### config.mk
export PLATFORM = sky130hd
export DESIGN_NAME = watch_timekeeper
export DESIGN_NICKNAME = d
export VERILOG_FILES = /design/src/rtl/watch_timekeeper.sv
export SDC_FILE = /design/constraint.sdc
export NUM_CORES = 1
export LEC_CHECK = 0
export CORE_ASPECT_RATIO = 1.25
export CORE_MARGIN = 10
export CORE_UTILIZATION = 32
export CTS_BUF_LIST = sky130_fd_sc_hd__clkbuf_4
export CTS_CLUSTER_SIZE = 40
export DETAILED_ROUTE_END_ITERATION = 6
export PLACE_DENSITY = 0.51
export SYNTH_ARGS = -nofsm -noshare
export SYNTH_HDL_FRONTEND = slang
export SYNTH_SLANG_ARGS = --single-unit
### constraint.sdc
create_clock -name clk -period 7.5 [get_ports clk]
set_input_delay 1.5 -clock clk [delete_from_list [all_inputs] [get_ports clk]]
set_output_delay 1.5 -clock clk [all_outputs]
set_load 0.01 [all_outputs]
### src/rtl/watch_timekeeper.sv
// Digital watch (HH:MM:SS) with a 0-99 second stopwatch, both driven from one clock.
// Reset asserts asynchronously and releases through a two-flop synchroniser.
module watch_timekeeper #(
   parameter int TICK_DIV = 50000000
) (
   input  logic       clk,
   input  logic       reset_n,
   input  logic       load,
   input  logic [5:0] seconds_initial,
   input  logic [5:0] minutes_initial,
   input  logic [4:0] hours_initial,
   input  logic       start_stopwatch,
   input  logic       reset_stopwatch,
   output logic [5:0] digitalwatch_second,
   output logic [5:0] digitalwatch_minute,
   output logic [4:0] digitalwatch_hour,
   output logic [6:0] stopwatch_second,
   output logic       tick_1hz
);

   localparam int PW = (TICK_DIV > 2) ? $clog2(TICK_DIV) : 1;
   localparam logic [PW-1:0] PRESC_MAX = PW'(TICK_DIV - 1);

   typedef enum logic [1:0] {SW_IDLE, SW_RUN, SW_PAUSE} sw_state_t;

   logic [1:0]    rst_sync_q, rst_sync_d;
   logic          rst_int_n;
   logic [PW-1:0] wpresc_q, wpresc_d;
   logic          tick_q, tick_d;
   logic [5:0]    sec_q, sec_d, min_q, min_d;
   logic [4:0]    hour_q, hour_d;
   logic          start_prev_q, start_prev_d;
   logic          start_edge;
   sw_state_t     sw_state_q, sw_state_d;
   logic [PW-1:0] swpresc_q, swpresc_d;
   logic [6:0]    sw_sec_q, sw_sec_d;

   assign rst_sync_d = {rst_sync_q[0], 1'b1};
   assign rst_int_n  = rst_sync_q[1];

   always_ff @(posedge clk or negedge reset_n) begin
      if (!reset_n) rst_sync_q <= 2'b00;
      else          rst_sync_q <= rst_sync_d;
   end

   // Timekeeping: a load overrides counting, an out-of-range field loads as zero.
   always_comb begin
      wpresc_d = wpresc_q;
      tick_d   = 1'b0;
      sec_d    = sec_q;
      min_d    = min_q;
      hour_d   = hour_q;
      if (load) begin
         sec_d    = (seconds_initial > 6'd59) ? 6'd0 : seconds_initial;
         min_d    = (minutes_initial > 6'd59) ? 6'd0 : minutes_initial;
         hour_d   = (hours_initial > 5'd23) ? 5'd0 : hours_initial;
         wpresc_d = '0;
      end else if (wpresc_q == PRESC_MAX) begin
         wpresc_d = '0;
         tick_d   = 1'b1;
         if (sec_q == 6'd59) begin
            sec_d = 6'd0;
            if (min_q == 6'd59) begin
               min_d  = 6'd0;
               hour_d = (hour_q == 5'd23) ? 5'd0 : hour_q + 5'd1;
            end else begin
               min_d = min_q + 6'd1;
            end
         end else begin
            sec_d = sec_q + 6'd1;
         end
      end else begin
         wpresc_d = wpresc_q + 1'b1;
      end
   end

   assign start_prev_d = start_stopwatch;
   assign start_edge   = start_stopwatch & ~start_prev_q;

   // Stopwatch: the prescaler advances only while running and is kept across a pause.
   always_comb begin
      sw_state_d = sw_state_q;
      swpresc_d  = swpresc_q;
      sw_sec_d   = sw_sec_q;
      if (reset_stopwatch) begin
         sw_state_d = SW_IDLE;
         swpresc_d  = '0;
         sw_sec_d   = 7'd0;
      end else begin
         case (sw_state_q)
            SW_IDLE: begin
               if (start_edge) begin
                  sw_state_d = SW_RUN;
                  swpresc_d  = '0;
               end
            end
            SW_RUN: begin
               if (start_edge) begin
                  sw_state_d = SW_PAUSE;
               end else if (swpresc_q == PRESC_MAX) begin
                  swpresc_d = '0;
                  sw_sec_d  = (sw_sec_q == 7'd99) ? 7'd0 : sw_sec_q + 7'd1;
               end else begin
                  swpresc_d = swpresc_q + 1'b1;
               end
            end
            SW_PAUSE: begin
               if (start_edge) sw_state_d = SW_RUN;
            end
            default: sw_state_d = SW_IDLE;
         endcase
      end
   end

   always_ff @(posedge clk or negedge rst_int_n) begin
      if (!rst_int_n) begin
         wpresc_q     <= '0;
         tick_q       <= 1'b0;
         sec_q        <= 6'd0;
         min_q        <= 6'd0;
         hour_q       <= 5'd0;
         start_prev_q <= 1'b0;
         sw_state_q   <= SW_IDLE;
         swpresc_q    <= '0;
         sw_sec_q     <= 7'd0;
      end else begin
         wpresc_q     <= wpresc_d;
         tick_q       <= tick_d;
         sec_q        <= sec_d;
         min_q        <= min_d;
         hour_q       <= hour_d;
         start_prev_q <= start_prev_d;
         sw_state_q   <= sw_state_d;
         swpresc_q    <= swpresc_d;
         sw_sec_q     <= sw_sec_d;
      end
   end

   assign digitalwatch_second = sec_q;
   assign digitalwatch_minute = min_q;
   assign digitalwatch_hour   = hour_q;
   assign stopwatch_second    = sw_sec_q;
   assign tick_1hz            = tick_q;

endmodule

Yosys cells after proc, flatten, opt, wreduce, memory -nomap -nowiden
Index checks and enable logic that the tools add are counted.
{ "word_totals": {"out_inout_bits": 25, "mem_bits_rw": 0, "inputBits": 22, "latchBits": 0, "word_cells": 80, "n_memories": 0, "reg_bits": 82, "mem_bits_ro": 0} }
{ "classes": {"n_addsub": 6, "n_shift": 0, "div": 0, "n_reduce_logical": 13, "muxes": 33, "multipliers": 0, "bitwise_logic": 2, "magnitude_cmp": 3, "n_eq_ne": 13} }
{ "ops": {"columns": ["operator", "count"], "rows": [
  ["$mux W26", 6],
  ["$mux W6", 9],
  ["$add A26 B1 Y26 const B", 2],
  ["$eq A26 B26 Y1 const B", 2],
  ["$pmux W26 S2", 1],
  ["$mux W7", 5],
  ["$mux W5", 6],
  ["$add A6 B1 Y6 const B", 2],
  ["$eq A6 B6 Y1 const B", 2],
  ["$gt A6 B6 Y1 const B", 2],
  ["$reduce_bool A2 Y1", 5],
  ["$ne A3 B3 Y1 const B", 3],
  ["$reduce_and A3 Y1", 3],
  ["$add A7 B1 Y7 const B", 1],
  ["$eq A7 B7 Y1 const B", 1],
  ["$mux W2", 3],
  ["$add A5 B1 Y5 const B", 1],
  ["$eq A5 B5 Y1 const B", 1],
  ["$gt A5 B5 Y1 const B", 1],
  ["$pmux W2 S2", 1],
  ["$reduce_and A2 Y1", 2],
  ["$ne A3 B1 Y1 const B", 1],
  ["$reduce_bool A3 Y1", 1],
  ["$eq A2 B1 Y1 const B", 1],
  ["other kinds (7)", 8]
]} }

Longest topological paths before layout
{ "depth": {"ltp_word": 6, "ltp_mapped": 8, "mapped_depth_nobuf": 7} }

Least setup slack after synthesis
OpenSTA, ideal clock, no wires.
{ "synth_path": {"path_type": "input to register", "start": "in reset_stopwatch", "end": "reg swpresc_q[23]", "arrival_ps": 3031, "stages": 6, "slack_ps": 4359, "n_path_buf": 2, "path_cell_list": "clkbuf_1 -> or3b_2 -> nor2_1 -> o21ai_0 -> clkbuf_1 -> o41ai_1"} }
{ "synth_via": {"elab_chain_cells": 2} }
{ "synth_rtl": {"columns": ["element", "line", "text"], "rows": [
  ["from (decl)", "13", "input logic reset_stopwatch,"],
  ["$ne A3 B3 Y1 (no source line) or $reduce_bool A3 Y1 (tied branches)", null, null],
  ["$reduce_and A3 Y1 (no source line)", null, null],
  ["to (signal assigned)", "134", "swpresc_q <= swpresc_d;"],
  ["to (decl)", "35", "logic [PW-1:0] swpresc_q, swpresc_d;"]
]} }
Several ways; a longest one is shown, not always the timed one.
A chain may end at the register's enable or synchronous reset.

Worst setup path in the final report
{ "layout_path": {"start": "in load", "end": "reg min_q[2], in the netlist digitalwatch_minute[2]"} }
{ "layout_via": {"elab_chain_cells": 2} }
{ "layout_rtl": {"columns": ["element", "line", "text"], "rows": [
  ["from (decl)", "8", "input logic load,"],
  ["$reduce_bool A2 Y1 (no source line)", null, null],
  ["$reduce_and A2 Y1 (no source line)", null, null],
  ["to (signal assigned)", "130", "min_q <= min_d;"],
  ["to (decl)", "30", "logic [5:0] sec_q, sec_d, min_q, min_d;"]
]} }
Several ways; a longest one is shown, not always the timed one.

==> results.py <==
metrics = {
    "outcome": {
        "status": "complete, no violations",
    },
    "floorplan": {
        "start_util": 0.329,
        "die_y_um": 151,
        "dieArea_sq_um": 18700,
        "ios": 47,
        "num_rows": 47,
        "coreArea_sq_um": 13300,
        "die_x_um": 124,
    },
    "global_route": {
        "track_usage": 0.112,
        "use_met2": 0.187,
        "gr-total-overflow": 0,
        "use_met3": 0.0264,
        "grt_start_max_net_pins": 81,
        "gr-usage-met1": 0.131,
        "grt_pass1_vias": 3689,
        "grt_busiest_layer": "met2",
        "antenna_found_initial": 1,
        "grt_first_pass_wirelength_mm": 17.8,
    },
    "setup_path": {
        "ff2ff_path_depth": 6,
        "endpoint_kind": "flop",
        "worst_ep_arrival_time_ns": 3.96,
        "r2r_end": "digitalwatch_hour[0]$_DFFE_PN0P_",
        "required_ns": 7.90,
        "critPathMaxFanout": 18,
        "r2r_slack_ns": 4.68,
        "cp-start-kind": "primary input",
        "r2r-start": "wpresc_q[10]$_DFF_PN0_",
        "crit_type": "in -> reg",
    },
    "clock_network": {
        "clock-root-buffer": "clkbuf_4",
        "cts_setup_buffers": 0,
        "clock-sinks": 82,
        "worstSkewPairLatency_ns": 0.47,
        "post_cts_resize_count": 0,
        "cts_buffers": 9,
        "path_clk_slew_ns": 0.15,
        "h-tree-depth": 3,
        "cts_tree": "yes",
        "cts_hold_buffers": 0,
        "cts_buffer_depth": 2,
    },
    "worst_hold_path": {
        "hold-path-endpoint": "rst_sync_q[1]$_DFF_PN0_",
        "hold_class": "reg -> reg",
        "worst_hold_startpoint": "rst_sync_q[0]$_DFF_PN0_",
        "whs_path_depth": 0,
    },
    "place": {
        "port_buffers": 46,
        "globalplace.congestion": 0.798,
        "place_ws_ns": 3.48,
        "dpl.cell_count": 685,
        "dpl.hpwl_mm": 7.11,
    },
    "yosys": {
        "netlist_instances": 484,
        "yosys_register_bits": 82,
        "synthesis.yosys.warnings": 0,
        "yosysSeqAreaShare": 0.470,
        "synth_edf_count": 0,
        "synthesis.area_sq_um": 4370,
        "synthArstFlopShare": 1.00,
        "syn_avg_cell_area_sq_um": 9.02,
        "yosysUniqueCellTypes": 55,
        "syn-num-nets": 512,
        "synthFlopType": "dfrtp_1",
    },
    "sta": {
        "finalHoldViolations": 0,
        "layout_setup_ws_ns": 3.94,
        "period_share": 0.474,
        "max_freq_ghz": 0.281,
        "worst_pin_slew_ns": 1.16,
        "layout_min_cycle_time_ns": 3.56,
        "totalNegativeSetupSlack_ns": 0,
        "rsz0062_at_grt": "false",
        "fin_worst_skew_ns": 0.0311,
        "setup_viol": 0,
        "max-slew-margin-rel": 0.215,
        "maxSlewViolCount": 0,
        "hold_ws_ns": 0.363,
    },
    "power": {
        "cellLeakagePower_uw": 0.00209,
        "power_density_nw_per_um2": 168,
        "ir_drop_v": 0.0000805,
        "p_total_uw": 865,
    },
    "final_layout": {
        "layout-drive-gt1-share": 0.0642,
        "syn_to_final_growth_pct": 17.8,
        "nets": 553,
        "layout_common_cells": "dfrtp_1 (81), nor2_1 (61), nand2_1 (48)",
        "mostFrequentLayoutCell": "dfrtp_1",
        "fill_cells": 1381,
        "finalNonFillerCells": 702,
    },
    "route": {
        "drtAntennaViolNets": 0,
        "drtIter0Drc": 232,
        "drt-total-wl_mm": 10.3,
        "drc": 0,
        "dr.pass1.iters": 4,
        "post_drt_wl_per_cell_um": 14.7,
        "vias": 3692,
        "via_per_inst": 5.26,
    },
    "run": {
        "maxCapViolations": 0,
    },
}
-- state kept, by name, indices dropped and copies added (netlist names) --
register and count:
digitalwatch_minute 6, start_prev_q 1, digitalwatch_hour 5, sw_state_q 2, tick_1hz 1, swpresc_q 26
stopwatch_second 7, rst_sync_q 2, digitalwatch_second 6, wpresc_q 26
-- cells in the mapped netlist (6+ instances only) --
| library cell | n | area (sq um) |
|---|---|---|
| dfrtp_1 | 82 | 2050 |
| nor2_1 | 61 | 229 |
| nand2_1 | 48 | 180 |
| o21ai_0 | 37 | 185 |
| a21oi_1 | 27 | 135 |
| nand3_1 | 27 | 135 |
| xor2_1 | 25 | 219 |
| nand4_1 | 17 | 106 |
| clkbuf_1 | 15 | 56.3 |
| inv_1 | 14 | 52.6 |
| and3_1 | 13 | 81.3 |
| xnor2_1 | 13 | 114 |
| nor3_1 | 11 | 55.1 |
| a31oi_1 | 10 | 62.6 |
| o31ai_1 | 9 | 67.6 |
| nor4_1 | 7 | 43.8 |
| or3_1 | 7 | 43.8 |
| ha_1 | 6 | 75.1 |
-- worst max-delay path by stage --
stage / from / to / slack (ns) / cells past startpoint
3_5_place_dp: load / digitalwatch_minute[2]$_DFFE_PN0P_ / 3.48 / 6
4_1_cts: load / digitalwatch_minute[2]$_DFFE_PN0P_ / 3.95 / 6
3_3_place_gp: load / digitalwatch_minute[2]$_DFFE_PN0P_ / 3.45 / 6
5_1_grt: load / digitalwatch_minute[2]$_DFFE_PN0P_ / 3.70 / 6
6_report: load / digitalwatch_minute[2]$_DFFE_PN0P_ / 3.94 / 6
2_1_floorplan: reset_stopwatch / swpresc_q[23]$_DFFE_PN0P_ / 4.36 / 6
-- metal layers --
layer / wire [um] / part of all wire / vias up
met5: 0 / 0 / -
met4: 202 / 0.020 / 0
met3: 436 / 0.042 / 16
met2: 4980 / 0.48 / 69
met1: 4680 / 0.45 / 1792
li1: - / - / 1815
-- critical path: stages --
cell and delay (ns):
clkdlybuf4s50_1 0.93, inv_1 0.46, a41oi_1 0.57, a22oi_1 0.21, nor2_1 0.12, a2bb2oi_1 0.16
-- per-stage QoR --
| step | instance area (sq um) | utilization |
|---|---|---|
| finish | 5140 | 0.387 |
| global route | 5140 | 0.387 |
| CTS | 5140 | 0.387 |
| detailed placement | 5000 | 0.376 |
| global placement | 5000 | 0.376 |
| floorplan | 4370 | - |
-- cells by family after synthesis --
group,share of synthesized area
AND/OR/NAND/NOR,0.263
adder cells (fa/ha/maj),0.0172
XOR/XNOR,0.0762
multiplexers,0.00344
AO/OA/AOI/OAI,0.140
other,0.000859
flip-flops,0.470
buffers and inverters,0.0298
-- report_power, final --
| part | internal (uW) | total, uW | switching, uW |
|---|---|---|---|
| combinational | 52.1 | 103 | 50.9 |
| sequential | 457 | 486 | 29.2 |
| clock | 104 | 276 | 172 |
| total | 614 | 865 | 252 |
-- final cells by class --
cell class                      instances  area, sq um  share of cell area
Antenna cell                            1         2.50            0.000486
Inverter                               14         52.6              0.0102
Timing Repair Buffer                   48          475              0.0924
Clock buffer                            9         67.6              0.0131
Tap cell                              171          214              0.0416
Sequential cell                        82         2060               0.400
Clock inverter                          7         78.8              0.0153
Multi-Input combinational cell        370         2200               0.427
No activity file was read; power rests on OpenSTA's default activity.
